==> src/rtl/uart_rx_msg_detect.sv <==
// uart_rx_msg_detect: watches the uart_rx byte/strobe stream for the reply
// "OK" (optionally followed by CR or LF). Each match produces a one-cycle
// ok_pulse, bumps a saturating match counter and sets a sticky LED. Broken
// or stalled messages produce a one-cycle err_pulse.
//
// Handshake: recv_valid is a one-cycle strobe; byte_recv is only looked at
// on cycles where recv_valid=1. There is no backpressure, so every strobed
// byte is consumed on the edge it is presented, including back-to-back strobes.
module uart_rx_msg_detect #(
  parameter int CLKS_PER_BIT  = 217,
  parameter int TIMEOUT_BYTES = 4,
  parameter int REQUIRE_TERM  = 1
) (
  input  logic       clk,
  input  logic       rst_n,
  input  logic [7:0] byte_recv,
  input  logic       recv_valid,
  output logic       ok_pulse,
  output logic       err_pulse,
  output logic [7:0] ok_count,
  output logic       led_ok,
  output logic [2:0] state_dbg
);

  // Ten bit times per byte (start + 8 data + stop).
  localparam int TIMEOUT_CLKS = CLKS_PER_BIT * 10 * TIMEOUT_BYTES;
  localparam int TW           = $clog2(TIMEOUT_CLKS + 1);
  localparam logic [TW-1:0] TIMER_LAST = TW'(TIMEOUT_CLKS - 1);
  localparam logic [TW-1:0] TIMER_MAX  = TW'(TIMEOUT_CLKS);
  localparam bit NEED_TERM = (REQUIRE_TERM != 0);

  localparam logic [7:0] CH_O  = 8'h4F;
  localparam logic [7:0] CH_K  = 8'h4B;
  localparam logic [7:0] CH_CR = 8'h0D;
  localparam logic [7:0] CH_LF = 8'h0A;

  typedef enum logic [2:0] {
    IDLE = 3'b001,
    RX_O = 3'b010,
    RX_K = 3'b100
  } state_t;

  state_t        state;
  logic [TW-1:0] timer;
  logic          match;

  // A match is decided by the byte that completes the message.
  always_comb begin
    match = 1'b0;
    if (recv_valid) begin
      if (state == RX_O && byte_recv == CH_K && !NEED_TERM)
        match = 1'b1;
      else if (state == RX_K && (byte_recv == CH_CR || byte_recv == CH_LF))
        match = 1'b1;
    end
  end

  // Message FSM, inter-byte timer and all registered outputs.
  always_ff @(posedge clk) begin
    if (!rst_n) begin
      state     <= IDLE;
      timer     <= '0;
      ok_pulse  <= 1'b0;
      err_pulse <= 1'b0;
      ok_count  <= 8'd0;
      led_ok    <= 1'b0;
    end else begin
      ok_pulse  <= 1'b0;
      err_pulse <= 1'b0;

      // Timer measures the gap since the last byte of a partial message;
      // it saturates instead of wrapping.
      if (recv_valid || state == IDLE)
        timer <= '0;
      else if (timer != TIMER_MAX)
        timer <= timer + 1'b1;

      if (match) begin
        ok_pulse <= 1'b1;
        led_ok   <= 1'b1;
        if (ok_count != 8'hFF)
          ok_count <= ok_count + 8'd1;
      end

      if (recv_valid) begin
        case (state)
          IDLE: begin
            if (byte_recv == CH_O) state <= RX_O;
          end
          RX_O: begin
            if (byte_recv == CH_K) begin
              state <= NEED_TERM ? RX_K : IDLE;
            end else if (byte_recv == CH_O) begin
              // Repeated 'O' just restarts the message silently.
              state <= RX_O;
            end else begin
              state     <= IDLE;
              err_pulse <= 1'b1;
            end
          end
          RX_K: begin
            if (byte_recv == CH_CR || byte_recv == CH_LF) begin
              state <= IDLE;
            end else if (byte_recv == CH_O) begin
              // Broken message, but this 'O' may begin a new one.
              state     <= RX_O;
              err_pulse <= 1'b1;
            end else begin
              state     <= IDLE;
              err_pulse <= 1'b1;
            end
          end
          default: state <= IDLE;
        endcase
      end else if (state != IDLE && timer == TIMER_LAST) begin
        state     <= IDLE;
        err_pulse <= 1'b1;
      end
    end
  end

  assign state_dbg = state;

endmodule

==> config.mk <==
export PLATFORM = sky130hd
export DESIGN_NAME = uart_rx_msg_detect
export DESIGN_NICKNAME = d
export VERILOG_FILES = /design/src/rtl/uart_rx_msg_detect.sv
export SDC_FILE = /design/constraint.sdc
export NUM_CORES = 1
export LEC_CHECK = 0
export CORE_MARGIN = 2
export CORE_UTILIZATION = 47
export DETAILED_ROUTE_END_ITERATION = 7
export GPL_ROUTABILITY_DRIVEN = 0
export GPL_TIMING_DRIVEN = 1
export PLACE_DENSITY = 0.73
export SYNTH_ARGS = -nofsm -noshare
export SYNTH_HDL_FRONTEND = slang
export SYNTH_SLANG_ARGS = --single-unit
==> constraint.sdc <==
create_clock -name clk -period 1.6 [get_ports clk]
set_input_delay 0.32 -clock clk [delete_from_list [all_inputs] [get_ports clk]]
set_output_delay 0.32 -clock clk [all_outputs]
set_load 0.01 [all_outputs]
### After elaboration in Yosys (flattened, before gate mapping)

Index checks and enable logic that the tools add are counted.

| storage, ports and cells | value |
|---|---|
| output and inout port bits | 14 |
| register bits | 28 |
| word-level logic and storage cells | 45 |
| input port bits | 11 |

| cells by class | value |
|---|---|
| eq/ne operators | 12 |
| bitwise operators | 1 |
| add/sub/neg operators | 2 |
| mux-type cells | 16 |
| reductions and logical operators | 8 |

Operators with widths:

| operator | count |
|---|---|
| $eq A8 B4 Y1 const B | 2 |
| $eq A8 B7 Y1 const B | 2 |
| $add A14 B1 Y14 const B | 1 |
| $eq A14 B14 Y1 const B | 1 |
| $ne A14 B14 Y1 const B | 1 |
| $mux W3 | 4 |
| $pmux W3 S3 | 1 |
| $add A8 B1 Y8 const B | 1 |
| $mux W1 | 8 |
| $ne A8 B8 Y1 const B | 1 |
| $mux W2 | 2 |
| $reduce_and A2 Y1 | 2 |
| $eq A3 B1 Y1 const B | 1 |
| $eq A3 B2 Y1 const B | 1 |
| $eq A3 B3 Y1 const B | 1 |
| $ne A3 B1 Y1 const B | 1 |
| $ne A3 B2 Y1 const B | 1 |
| $logic_and A1 B1 Y1 | 2 |
| $logic_or A1 B1 Y1 | 2 |
| $pmux W1 S2 | 1 |
| $reduce_bool A2 Y1 | 1 |
| $reduce_or A2 Y1 | 1 |
| $not A1 Y1 | 1 |

### Longest topological paths before layout

Gate-level depths: netlist (run 1).

| depth | value |
|---|---|
| word-level depth | 6 |
| mapped depth | 6 |
| mapped depth without buffers | 6 |

### Worst setup path before layout (run 1)

No wires, ideal clock.

| path | value |
|---|---|
| path type | register -> register |
| from | reg state[0], in the netlist state_dbg[0] |
| to | reg state[0], in the netlist state_dbg[0] |
| stages on the path, launching flop included | 5 |
| path buffers | 0 |
| slack | -190 ps |
| required time | 1479 ps |
| arrival | 1669 ps |
| cells stage by stage | dfxtp_1 or3b_4 and4b_4 a221oi_4 mux2_4 |

| on the way | value |
|---|---|
| word-level cells in the longest chain between the ends | 4 |

Ends and longest elaborated chain:

| item | RTL line | source |
|---|---|---|
| start, declared | 43 | `state_t state;` |
| start signal, assigned | 92 | `state <= NEED_TERM ? RX_K : IDLE;` |
| $ne A3 B1 Y1 | 115 | `end else if (state != IDLE && timer == TIMER_LAST) begin` |
| $logic_and A1 B1 Y1 | 115 |  |
| $reduce_bool A2 Y1 (no line) | - |  |
| $reduce_and A2 Y1 (no line) | - |  |

Several ways; a longest one is shown, not always the timed one.
A chain may end at the register's enable or synchronous reset.

### Worst setup path after layout (run 1)

| path | value |
|---|---|
| from | reg state[0], in the netlist state_dbg[0] |
| to | reg ok_count[3] |

| on the way | value |
|---|---|
| word-level cells in the longest chain between the ends | 5 |

Ends and longest elaborated chain:

| item | RTL line | source |
|---|---|---|
| $eq A3 B3 Y1 | 53 | `else if (state == RX_K && (byte_recv == CH_CR \|\| byte_recv == CH_LF))` |
| $logic_and A1 B1 Y1 | 53 |  |
| $mux W1 | 53 |  |
| $mux W1 | 50 | `if (recv_valid) begin` |
| $reduce_and A2 Y1 (no line) | - |  |
| end signal, assigned | 82 | `ok_count <= ok_count + 8'd1;` |
| end, declared | 20 | `output logic [7:0] ok_count,` |

No other way between the ends.

==> results of run 1 <==
[worst max-delay path by stage]
stage                 start  slack (ps)  cells after the start            to
3_5_place_dp   byte_recv[5]        -550                      6   ok_count[3]
6_report       state_dbg[0]        -100                      5   ok_count[3]
2_1_floorplan  state_dbg[0]         -80                      4  state_dbg[0]
4_1_cts        state_dbg[0]         -80                      5   ok_count[3]
5_1_grt        state_dbg[0]        -130                      5   ok_count[3]
3_3_place_gp   byte_recv[5]        -490                      6   ok_count[3]
[kinds of logic (layout without fill, tap and decap cells)]
logic type                 Yosys count  after routing  share of synthesized area (%)
and+or+nand+nor                     80             80                           31.5
AOI/OAI and AO/OA                   32             32                           15.8
DFF                                 28             28                           37.0
buffers and inverters               12             69                           4.54
xor gates and xnor gates            11             11                           6.36
adders and majority gates            3              3                           2.48
muxes                                3              3                           2.31
[sequential cells by signal (all words and copies together), names as in the netlist]
signal and cells:
err_pulse 1, led_ok 1, ok_count 8, ok_pulse 1
state_dbg 3, timer 14
[cells in the final DEF (no fill, tap or decap), types with 2 or more instances in the layout]
cell,netlist,final
a211oi_1,2,2
a21oi_1,10,9
a31o_2,2,2
and3b_1,2,2
buf_4,0,33
clkbuf_4,0,3
clkdlybuf4s50_1,0,5
dfxtp_1,28,15
dfxtp_2,0,9
dfxtp_4,0,4
dlygate4sd2_1,0,14
dlymetal6s2s_1,0,5
ha_1,3,2
inv_1,6,6
mux2i_1,2,2
nand2_1,9,9
nand2b_1,2,2
nand3_1,10,10
nand3b_1,3,3
nand4_1,6,6
nor2_1,17,16
nor3_1,5,4
nor3b_1,3,2
nor4_4,0,2
o2111ai_1,3,2
o21ai_0,4,4
o31ai_4,0,2
o41ai_1,2,2
or3_1,3,2
or4_1,3,2
xnor2_1,4,4
xor2_1,7,7
[repair_timing]
item                                    in CTS  in global routing
gates resized for setup                     31                 22
pin swaps                                    9                  6
endpoints found under the setup margin      20                 17
setup buffers                                5                  1
hold buffers                                 0                  0
[per-layer routing]
metal | track usage (%) | vias up
li1 | - | 749
met1 | 29.8 | 725
met2 | 39.3 | 45
met3 | 4.90 | 9
met4 | 9.32 | 0
met5 | 0 | -
[worst max-delay path: stages, from the launching register on]
cell	delay, ps
dfxtp_4	370
and4bb_2	320
o2111ai_2	130
buf_6	160
or4_4	520
a21oi_2	140
[report_power, final]
part	total (mW)	leakage, nW	switching (mW)	internal [mW]
Combinational	0.0797	0.625	0.0392	0.0404
Clock	0.342	0.0210	0.202	0.140
Sequential	0.692	0.233	0.000521	0.691
Total	1.11	0.878	0.242	0.871
[layout make-up]
type | count | area (µm²)
Timing Repair Buffer | 58 | 494
Fill cell | 248 | 872
Sequential cell | 28 | 587
Tap cell | 44 | 55.1
Clock buffer | 4 | 36.3
Inverter | 7 | 26.3
Multi-Input combinational cell | 129 | 982
==> run summary, run 1 <==
outcome: finished, violations left
failing checks: setup timing
Leak: 0.878 nW
Reg2Reg Launch Point: state_dbg[0]
number of synthesized register bits: 28
worst slew pin tran: 550 ps
final instance area: 2180 µm²
first-pass GRT wire length: 6540 µm
Hold Vio Cnt, Final: 0
antenna-violating nets left: 0
Async S/R FF share, synth: 0%
placed inst area: 1980 µm²
via count of the first global-routing pass: 1486
Vias: 1528
Slew Viols, Final: 0
Hold WS: 478 ps
Post-synth EDFFs: 0
R2R depth: 5
total CTS buffers: 3
Yosys top cell area share: 37.0%
unrepaired setup endpoints after global routing: true
Die H: 60.8 µm
Layout area overhead: 43.9%
fin crit share: 106%
Rel. slew slack: 63.3%
Seq/Total Area, Yosys: 37.0%
largest net degree at the start of global routing: 16
pwr/cell area: 511 nW/µm²
Via density: 5.66
startpoint class of the critical path: flip-flop
Max-Cap Viols: 0
Die X: 60.8 µm
RR Endpoint: ok_count[3]
final core occ: 71.4%
wire length on met3: 152 µm
Clock Skew: 6.02 ps
Avg Cell Area, Syn: 8.97 µm²
CTS root buf: clkbuf_4
DP Wirelength: 2680 µm
Mapped Area: 1520 µm²
highest routed layer: met4
top cells by count, synth: 28 x dfxtp_1, 17 x nor2_1, 10 x a21oi_1, 10 x nand3_1, 9 x nand2_1
IO buf count: 24
crit path capture type: flip-flop
All-Layer GR Usage: 23.6%
top-count cell post-synth: dfxtp_1
Final #Nets: 241
Net Count, Synth: 183
Syn Inst Count: 169
fin worst setup slack: -102 ps
row count: 20
worst min-delay path endpoint: err_pulse
Post-synth top flop: dfxtp_1
Cells after DPL: 260
setup violators final: 4
DRC: 0
maximum vdd drop: 0.388 mV
min-delay worst type: in2reg
# H-tree levels: 1
min-delay src: recv_valid
largest area contributor in the netlist: dfxtp_1
post-route insts no fill: 270
Yosys cell types: 49
FF-to-FF setup slack: -100 ps
Ports: 25
setup TNS: -223 ps
initial core utilization: 49.6%
Critical Setup Path Class: reg2reg
Clock Latency Late Sink: 330 ps
WHS Path Cells: 3
DR WL met2: 2090 µm
TritonCTS clock tree: done
total wire length: 4040 µm
Detailed Routing Iterations Pass 1: 5
total gr overflow: 0
Reg clk slew, reported paths: 140 ps
Design Power: 1.11 mW
CP Max Fanout: 8
total die area: 3690 µm²
Worst Path Arrival: 1970 ps
Syn. warnings: 0
routed len/inst: 15.0 µm
WP data required: 1870 ps
Place WS: -554 ps
CTS max path bufs: 2
post-layout min period: 1700 ps
met1 wire length: 1720 µm
clock sink total: 28
diode count: 0
share of cells above drive strength 1: 34.5%
DR iter-0 viols: 63
total core area: 3050 µm²
Max Clock Freq: 588 MHz
synth top area cells: dfxtp_1 37%, nor2_1 4.2%, xor2_1 4.0%, a21oi_1 3.3%, nand3_1 3.3%
initial antenna violation count: 0
Power figures use the tool's default switching activity.
==> inputs of run 2 (changes only) <==
- CORE_UTILIZATION: 47 -> 56
- PLACE_DENSITY: 0.73 -> 0.81
- clock period: 1.6 -> 2.18 ns (I/O delays scaled with it)
==> run 2 against run 1 <==
Compared with the run above: the flow now finishes without violations; critical path type is now in2reg; worst setup slack improved by 350 ps; global-route usage fell by 0.29 points; final cell count fell by 14%; highest routed layer unchanged; die area fell by 15%; sequential share of layout area rose by 2.9 points; flip-flop and latch count did not move; register-to-register slack improved by 390 ps.
==> run summary, run 2 (synthesized netlist as in run 1, its figures left out) <==
outcome: complete, no violations
Clock Skew: 18.0 ps
Reg clk slew, reported paths: 130 ps
IO buf count: 24
pwr/cell area: 483 nW/µm²
Leak: 0.616 nW
min-delay worst type: reg2reg
CTS max path bufs: 2
worst slew pin tran: 590 ps
largest register by flop count: timer
Worst Path Arrival: 2200 ps
post-layout min period: 1930 ps
final core occ: 74.5%
CTS Hold Bufs: 0
unrepaired setup endpoints after global routing: false
Detailed Routing Iterations Pass 1: 4
Place WS: -107 ps
setup violators final: 0
share of cells above drive strength 1: 13.9%
# H-tree levels: 1
first-pass GRT wire length: 5840 µm
Die H: 56.0 µm
Slew Viols, Final: 0
total CTS buffers: 3
DR iter-0 viols: 45
Vias: 1456
CP Max Fanout: 8
CTS resizes: 0
postcts setup bufs: 0
DP Wirelength: 2580 µm
most common library cell in the layout ignoring fill and taps: dfxtp_1
Final #Nets: 217
total gr overflow: 0
TritonCTS clock tree: done
Max Clock Freq: 519 MHz
Max-Cap Viols: 0
clock sink total: 28
Clock Latency Late Sink: 340 ps
most frequent cells in the layout: 28 x dfxtp_1, 24 x clkdlybuf4s50_1, 17 x nor2_1
Layout area overhead: 23.9%
fin crit share: 88.5%
total die area: 3140 µm²
All-Layer GR Usage: 23.3%
initial antenna violation count: 0
Rel. slew slack: 60.5%
antenna-violating nets left: 0
Largest register FFs: 14
total wire length: 3520 µm
row count: 18
WP data required: 2450 ps
diode count: 0
largest net degree at the start of global routing: 17
fin worst setup slack: 252 ps
Die X: 56.0 µm
Hold Vio Cnt, Final: 0
CTS root buf: clkbuf_4
DRC: 0
maximum vdd drop: 0.514 mV
routed len/inst: 15.2 µm
Design Power: 906 µW
Critical Setup Path Class: in2reg
initial core utilization: 60.1%
via count of the first global-routing pass: 1342
setup TNS: 0 ps
Via density: 6.28
total core area: 2520 µm²
Ports: 25
crit path capture type: flip-flop
startpoint class of the critical path: input pin
-- run 2: cell types whose count changed in the layout (fill, tap and decap cells not counted), sizes merged --
cell,change
dlygate4sd2,-14
dlymetal6s2s,-5
bufinv,+1
buf,-24
clkdlybuf4s50,+19
clkbuf,-1
-- run 2: final timing paths --
| kind | slack [ps] | startpoint | endpoint | depth (start not counted) |
|---|---|---|---|---|
| hold / removal | 490 | led_ok | led_ok | 2 |
| hold reg to reg | 490 | led_ok | led_ok | 2 |
| setup / recovery | 250 | byte_recv[1] | ok_count[0] | 8 |
| setup reg to reg | 290 | state_dbg[0] | state_dbg[0] | 4 |
-- run 2: routing by layer --
metal / vias up / track usage, % / part of all wire [%] / wire length (µm)
met2: 59 / 37.0 / 48 / 1690
met5: - / 0 / 0 / 0
li1: 703 / - / - / -
met4: 0 / 13.9 / 4.0 / 140
met1: 678 / 28.2 / 42 / 1490
met3: 16 / 5.81 / 5.7 / 200
-- run 2: worst max-delay path, stage by stage --
cell             delay [ps]
clkdlybuf4s50_1         490
nor3b_1                 190
buf_4                   150
o2111ai_1               100
buf_4                   180
buf_4                   150
or3_1                   350
a21oi_1                 150
-- run 2: layout make-up --
class,count,area [µm²]
fillers,190,644
repair buffers,34,315
flip-flops and latches,28,561
multi-input cells,129,886
well taps,30,37.5
inverters,7,26.3
clock buffers,3,22.5
clock inverters,1,30.0
-- run 2: power by group --
group	internal [mW]	switching, mW	total, mW	leakage [nW]
clock	0.186	0.156	0.343	0.0279
combinational	0.0278	0.0228	0.0506	0.362
sequential	0.513	0.000471	0.513	0.226
-- run 2: through the flow --
step                      hold WS (ps)  instances  area [µm²]
after floorplan                    450        169        1520
after global placement             457        228        1830
after detailed placement           463        228        1830
after CTS                          499        232        1880
after global routing               540        232        1880
final                              491        232        1880
==> inputs of run 3 (changes only) <==
- CORE_MARGIN: 2 -> 8
- SETUP_SLACK_MARGIN: unset -> 0.3
==> run 3 against run 2 <==
Compared with the run above: flip-flop and latch count stayed put; routed wire length is 1.6% higher; clock skew shrank 9.0 ps; critical path type unchanged; register-to-register slack better by 100 ps; largest power group unchanged; sequential share of layout area shrank 0.14 points; hold slack improved by 1.2 ps.
==> run summary, run 3 (synthesized netlist as in run 1, its figures left out) <==
Sequential Area: 567 µm²
Logic pwr share: 5.8%
unrepaired setup endpoints after global routing: true
part of the power in registers: 56.7%
Slowest-stage cell, CP: clkdlybuf4s50_1
min-delay worst type: reg2reg
Max stage delay on crit path: 450 ps
Max-Cap Viols: 0
Via density: 6.05
setup violators final: 0
startpoint class of the critical path: input pin
DP Wirelength: 2710 µm
total internal power: 727 µW
R2R depth: 4
CP cell instances: clkdlybuf4s50_1 > nor4_4 > o2111ai_2 > buf_6 > o41ai_1 > a21oi_1
WP depth: 6
Leak: 0.628 nW
Largest register FFs: 14
Clock Power Share: 37.5%
Layout area overhead: 25.9%
via count of the first global-routing pass: 1312
CP Max Fanout: 10
worst slew pin tran: 565 ps
row count: 19
share of cells above drive strength 1: 17.4%
Die X: 68.0 µm
final instance area: 1910 µm²
Critical Setup Path Class: in2reg
Detailed Routing Iterations Pass 1: 4
TritonCTS clock tree: done
Worst Path Arrival: 2100 ps
total gr overflow: 0
Hold Vio Cnt, Final: 0
placed inst area: 1820 µm²
Clock Latency Late Sink: 330 ps
Crit path max-delay family: compound AO/OA/AOI/OAI gates
Max Clock Freq: 534 MHz
Final #Nets: 216
WHS Path Cells: 2
fin crit share: 85.8%
largest net degree at the start of global routing: 17
crit path capture type: flip-flop
initial antenna violation count: 0
total die area: 4630 µm²
IO buf count: 24
Hold WS: 492 ps
DR iter-0 viols: 87
postcts setup bufs: 0
diode count: 0
outcome: complete, no violations
first-pass GRT wire length: 5840 µm
final core occ: 71.7%
Ports: 25
multi-input logic area: 910 µm²
CTS Hold Bufs: 0
Vias: 1404
CTS max path bufs: 2
most frequent cells in the layout: 23 x dfxtp_1, 23 x clkdlybuf4s50_1, 17 x nor2_1, 10 x nand3_1
total wire length: 3580 µm
pwr/cell area: 474 nW/µm²
Clock Skew: 9.04 ps
routed len/inst: 15.4 µm
Rel. slew slack: 62.2%
switching component of the power: 178 µW
initial core utilization: 56.9%
Reg clk slew, reported paths: 150 ps
DRC: 0
total CTS buffers: 3
clock sink total: 28
total core area: 2660 µm²
worst path bufs/invs: 2
largest register by flop count: timer
CTS root buf: clkbuf_4
# H-tree levels: 1
Die H: 68.0 µm
maximum vdd drop: 0.427 mV
Fillers: 198
WP data required: 2410 ps
antenna-violating nets left: 0
All-Layer GR Usage: 15.8%
Switching Share: 19.7%
Slew Viols, Final: 0
post-layout min period: 1870 ps
run 3: power by group through the flow:
stage               registers, mW  clock network (mW)  logic (mW)
CTS                         0.513               0.343      0.0498
finish                      0.513               0.339      0.0525
global placement            0.524                   0      0.0473
floorplan                   0.525                   0      0.0198
detailed placement          0.524                   0      0.0491
global route                0.514               0.365      0.0560
run 3: final timing paths:
check	end	slack (ps)	start
setup / recovery	ok_count[5]	310	byte_recv[4]
hold / removal	led_ok	490	led_ok
setup reg to reg	state_dbg[0]	390	state_dbg[0]
hold reg to reg	led_ok	490	led_ok
run 3: area by class of cell:
| class | instances | share of cell area, % |
|---|---|---|
| tap | 31 | 2.03 |
| clock buffer | 3 | 1.18 |
| inverter | 7 | 1.38 |
| timing repair buffer | 33 | 16.5 |
| multi-input combinational | 129 | 47.7 |
| sequential | 28 | 29.7 |
| clock inverter | 1 | 1.57 |
run 3: repair_timing:
item / in CTS / in global routing
endpoints found under the setup margin: 5 / 7
gates cloned: 0 / 0
pin swaps: 0 / 1
resized for setup: 4 / 7
run 3: stage by stage:
stage | setup slack, ps | TNS [ps] | total power [mW] | instances
floorplan | 390 | 0 | 0.544 | 169
global placement | 30.3 | 0 | 0.572 | 228
detailed placement | -92.8 | -217 | 0.573 | 228
CTS | 284 | 0 | 0.906 | 232
global route | 235 | 0 | 0.935 | 232
finish | 309 | 0 | 0.905 | 232
run 3: routing by layer:
metal	routed length (µm)	global-route usage (%)	up-vias
li1	-	-	700
met1	1530	18.1	659
met2	1820	29.0	39
met3	179	3.44	6
met4	42	3.84	0
met5	0	0	-
run 3: worst register-to-register path, delay by kind of cell (launching register included):
kind / cells / cell delay, ps
AND/OR/NAND/NOR: 2 / 650
flip-flops: 1 / 440
multiplexers: 1 / 320
AO/OA/AOI/OAI: 1 / 280
